`config.mk`:
```
export PLATFORM = sky130hd
export DESIGN_NAME = inst_mem_pipe
export DESIGN_NICKNAME = d
export VERILOG_FILES = /design/src/rtl/inst_mem_pipe.sv
export SDC_FILE = /design/constraint.sdc
export NUM_CORES = 2
export LEC_CHECK = 0
export BUFFER_PORTS_ARGS = -buffer_cell sky130_fd_sc_hd__buf_4
export CAP_MARGIN = 20
export CORE_ASPECT_RATIO = 1.2
export CORE_MARGIN = 1
export CORE_UTILIZATION = 30
export CTS_CLUSTER_SIZE = 24
export DETAILED_ROUTE_END_ITERATION = 12
export PLACE_DENSITY = 0.56
export SYNTH_ARGS = -nofsm -noshare
export SYNTH_HDL_FRONTEND = slang
export SYNTH_SLANG_ARGS = --single-unit
```
`constraint.sdc`:
```
create_clock -name clk -period 6.2 [get_ports clk]
set_input_delay 1.24 -clock clk [delete_from_list [all_inputs] [get_ports clk]]
set_output_delay 1.24 -clock clk [all_outputs]
set_load 0.02 [all_outputs]
```
`src/rtl/inst_mem_pipe.sv`:
```
// RV32I fetch-stage instruction memory: registered read with valid/ready back-pressure,
// byte-enabled write port, fault flagging and a reset-time clear sequencer.
module inst_mem_pipe #(
  parameter int          DEPTH     = 64,
  parameter int          IDX_W     = $clog2(DEPTH),
  parameter              INIT_FILE = "",
  parameter logic [31:0] NOP       = 32'h00000013
) (
  input  logic        clk,
  input  logic        rst,
  input  logic        req_valid,
  output logic        req_ready,
  input  logic [31:0] req_addr,
  output logic        rsp_valid,
  input  logic        rsp_stall,
  output logic [31:0] rsp_data,
  output logic        rsp_fault,
  input  logic        wb_en,
  input  logic [3:0]  wb_be,
  input  logic [31:0] wb_addr,
  input  logic [31:0] wb_data,
  output logic        init_done
);

  localparam bit               USE_FILE = (INIT_FILE != "");
  localparam logic [29:0]      DEPTH_W  = 30'(DEPTH);
  localparam logic [IDX_W-1:0] LAST_IDX = IDX_W'(DEPTH - 1);

  typedef enum logic {
    S_CLEAR,
    S_RUN
  } state_t;

  state_t           r_state;
  state_t           w_state_nxt;
  logic [IDX_W-1:0] r_clr_cnt;
  logic [IDX_W-1:0] w_clr_cnt_nxt;
  logic             w_clr_we;

  logic [31:0]      r_mem [DEPTH];

  logic             r_rsp_valid;
  logic [31:0]      r_rsp_data;
  logic             r_rsp_fault;

  logic             w_req_inr;
  logic             w_req_fault;
  logic             w_accept;
  logic [IDX_W-1:0] w_ridx;
  logic [31:0]      w_rd_word;

  logic             w_wb_inr;
  logic             w_wb_we;
  logic [IDX_W-1:0] w_widx;
  logic [31:0]      w_wb_word;
  logic             w_unused_wb_low;

  assign w_unused_wb_low = ^wb_addr[1:0];

  always_ff @(posedge clk or posedge rst) begin
    if (rst) begin
      r_state   <= USE_FILE ? S_RUN : S_CLEAR;
      r_clr_cnt <= '0;
    end else begin
      r_state   <= w_state_nxt;
      r_clr_cnt <= w_clr_cnt_nxt;
    end
  end

  always_comb begin
    w_state_nxt   = r_state;
    w_clr_cnt_nxt = r_clr_cnt;
    w_clr_we      = 1'b0;
    case (r_state)
      S_CLEAR: begin
        w_clr_we = !rst;
        if (r_clr_cnt == LAST_IDX) begin
          w_state_nxt = S_RUN;
        end else begin
          w_clr_cnt_nxt = r_clr_cnt + 1'b1;
        end
      end
      S_RUN: begin
        w_state_nxt = S_RUN;
      end
      default: begin
        w_state_nxt = S_CLEAR;
      end
    endcase
  end

  assign init_done = (r_state == S_RUN);
  assign req_ready = init_done && (!r_rsp_valid || !rsp_stall);
  assign w_accept  = req_valid && req_ready;

  always_comb begin
    w_req_inr   = (req_addr[31:2] < DEPTH_W);
    w_req_fault = (req_addr[1:0] != 2'b00) || !w_req_inr;
    w_ridx      = w_req_inr ? req_addr[IDX_W+1:2] : '0;

    w_wb_inr    = (wb_addr[31:2] < DEPTH_W);
    w_widx      = w_wb_inr ? wb_addr[IDX_W+1:2] : '0;
    w_wb_we     = (r_state == S_RUN) && wb_en && w_wb_inr && !rst;
  end

  // Write merge and write-first read bypass, byte by byte.
  always_comb begin
    w_wb_word = r_mem[w_widx];
    w_rd_word = r_mem[w_ridx];
    for (int unsigned i = 0; i < 4; i++) begin
      if (wb_be[i]) begin
        w_wb_word[8*i +: 8] = wb_data[8*i +: 8];
        if (w_wb_we && (w_widx == w_ridx)) begin
          w_rd_word[8*i +: 8] = wb_data[8*i +: 8];
        end
      end
    end
  end

  always_ff @(posedge clk) begin
    if (w_clr_we) begin
      r_mem[r_clr_cnt] <= NOP;
    end else if (w_wb_we) begin
      r_mem[w_widx] <= w_wb_word;
    end
  end

  always_ff @(posedge clk or posedge rst) begin
    if (rst) begin
      r_rsp_valid <= 1'b0;
      r_rsp_data  <= NOP;
      r_rsp_fault <= 1'b0;
    end else if (w_accept) begin
      r_rsp_valid <= 1'b1;
      r_rsp_data  <= w_req_fault ? NOP : w_rd_word;
      r_rsp_fault <= w_req_fault;
    end else if (!(r_rsp_valid && rsp_stall)) begin
      r_rsp_valid <= 1'b0;
    end
  end

  assign rsp_valid = r_rsp_valid;
  assign rsp_data  = r_rsp_data;
  assign rsp_fault = r_rsp_fault;

endmodule

```
==> flow_summary.ini <==
[timing]
clock-skew-final_ps = 61.1
worstMarginPinSlew_ps = 1260
min_period_ps = 4830
setup_viol = 0
rsz0062_at_grt = false
slew-limit-headroom_pct = 15.6
tns_ps = 0
slew_viol_final = 0
holdWs_ps = 496
period_share_pct = 77.9
hold_violations = 0
max_freq_ghz = 0.207

[critical_path]
startpoint = wb_addr[19]
worst-path-stages = 9
critPathMaxStageDelay_ps = 920
cp_cell_sequence = buf_4 -> nor4_1 -> nand4_1 -> nor2_1 -> nand2_1 -> o31a_1 -> nor2_1 -> nand2_1 -> nor2_1
critPathMaxFanout = 9
r2r_slack_ps = 1570
startpoint_type = primary input
required_ps = 6670
crit_family = simple AND/OR/NAND/NOR gates
cp_num_buf_inv = 1
cp.arrival_ps = 5310
r2r-start = init_done
worstSetupEndpointType = flop
cp_common_cell = nor2_1
ff2ff_path_depth = 9
timing_worst_setup_path_type = in -> reg
r2r-end = r_mem[12][20]
slowest_stage = nor2_1
endpoint = r_mem[12][20]

[place]
dpl.hpwl_um = 195000
portBuffers = 138
globalplace.congestion = 0.971
place_area_mm2 = 0.0916

[final_layout]
fin_area_mm2 = 0.0978
final_nets = 5801
fin_util_pct = 34.9
area_growth_pct = 15.5
final_cell_mix = edfxtp_1, nor2_1, buf_4
final_common_cell = edfxtp_1
drive_above_1_share_pct = 18.0

[route]
finalWirelength_um = 294000
post-route-drc-count = 0
ant_nets = 0
num_vias = 53300
wire_per_inst_um = 30.5
first_pass_iters = 7
dr.first_iter.drc_count = 6114
viasPerCell = 5.54

[floorplan]
initial_core_util_pct = 30.2
fp.dieW_um = 487
fp-row-count = 213
dieArea_mm2 = 0.285
die_h_um = 584
top_level_ports = 141
core-area_mm2 = 0.281

[clock_network]
clk_pin_slew_ps = 60
clkLatencyLatePin_ps = 890
hold_buffers = 0
cts_setup_buffers = 0
clk_path_buf_depth = 4
h-tree-depth = 4
cts_sinks = 2089
numCtsBuffers = 199
cts.root.buffer_cell = clkbuf_16
cts_resized = 0
cts_tree = yes

[grt]
grt_pass1_wl_um = 407000
track_usage_pct = 20.1
grt_pass1_vias = 52000
grt_overflow = 0
grt_max_degree = 114
grt_antenna_before_repair = 18

[flow_run]
cap_violations = 0

[power_and_ir_drop]
finalPower_w = 0.0278
p_leak_nw = 27.6
powerDensity_mw_per_mm2 = 285
ir_drop_mv = 0.232

[synth]
synth_nets = 5539
synth_edf_count = 2048
syn-instance-count = 5433
avgSynthCellArea_um2 = 15.6
yosysSeqAreaShare_pct = 73.8
synthDistinctLibCells = 91
synth-main-ff-cell = edfxtp_1
syn_area_mm2 = 0.0847
async_flop_share_pct = 1.96
ys_warn_count = 0
synth_seq_cells = 2089

[min_path]
hold_class = reg -> reg

[status]
status = finished, final reports clean
## synth_stat cells (82+ instances only)
master	instances	area share, %
a211oi_1	96	0.85
a21oi_1	245	1.4
a221oi_1	82	0.85
buf_2	96	0.57
clkbuf_1	231	1.0
edfxtp_1	2048	73
mux2_2	180	2.4
mux2i_1	298	3.5
nand2_1	221	0.98
nor2_1	480	2.1
o21ai_0	289	1.7
o22ai_1	109	0.80
## routing by layer
| metal | global-route usage, % | wire [um] | vias up |
|---|---|---|---|
| met5 | 0 | 13 | - |
| met4 | 15.4 | 25300 | 2 |
| met3 | 3.51 | 22400 | 796 |
| met2 | 33.1 | 140000 | 2886 |
| met1 | 23.4 | 106000 | 27400 |
| li1 | - | - | 22200 |
## cell families after synthesis
kind of cell             count (synthesis)  share of synthesized area [%]
buffers and inverters                  406                           1.98
adder cells (fa/ha/maj)                  1                         0.0148
AO/OA/AOI/OAI                         1311                           10.6
AND/OR/NAND/NOR                       1075                           5.88
multiplexers                           545                           7.69
flip-flops                            2089                           73.8
XOR/XNOR                                 6                         0.0620
## worst min-delay path by stage
stage / cells after the start / to / start / slack [ps]
floorplan: 1 / r_clr_cnt[3] / r_clr_cnt[3] / 510
global placement: 2 / rsp_valid / rsp_valid / 480
detailed placement: 2 / rsp_valid / rsp_valid / 490
CTS: 2 / rsp_valid / rsp_valid / 500
global route: 2 / rsp_data[2] / rsp_data[2] / 550
finish: 2 / rsp_valid / rsp_valid / 500
## sequential cells by signal, indices dropped and copies added, names as in the netlist
register and cells:
r_mem 2048, rsp_data 32, init_done 1, r_clr_cnt 6, rsp_valid 1, rsp_fault 1
## area by class of cell
class / count / area, um2
diodes: 19 / 47.5
clock buffers: 246 / 5200
clock inverters: 108 / 938
fillers: 26600 / 183000
inverters: 28 / 110
multi-input cells: 2938 / 20700
flip-flops and latches: 2089 / 62500
well taps: 3762 / 4710
repair buffers: 439 / 3570
## where the power goes
group	leakage (nW)	switching (W)	total (W)	internal, W
Clock	3.00	0.00531	0.0119	0.00656
Combinational	9.07	0.000482	0.000698	0.000216
Sequential	15.5	0.00000143	0.0153	0.0153
## per-stage QoR
step | std cells | setup WS [ps]
6_report | 9629 | 1370
5_1_grt | 9619 | 1370
4_1_cts | 9607 | 1540
3_5_place_dp | 9253 | 665
3_3_place_gp | 9252 | 691
2_1_floorplan | 5433 | 1420
## worst reg2reg max path, cell delays in order, from the launching register on
cell and delay, ps:
dfrtp_1 700, nand3_1 290, nor4_2 70, buf_4 230, buf_4 280, or3b_2 520
o31a_1 130, nor2_1 520, nand2_1 560, nor2_1 920
Note: power is estimated with default switching activity, not from simulation.
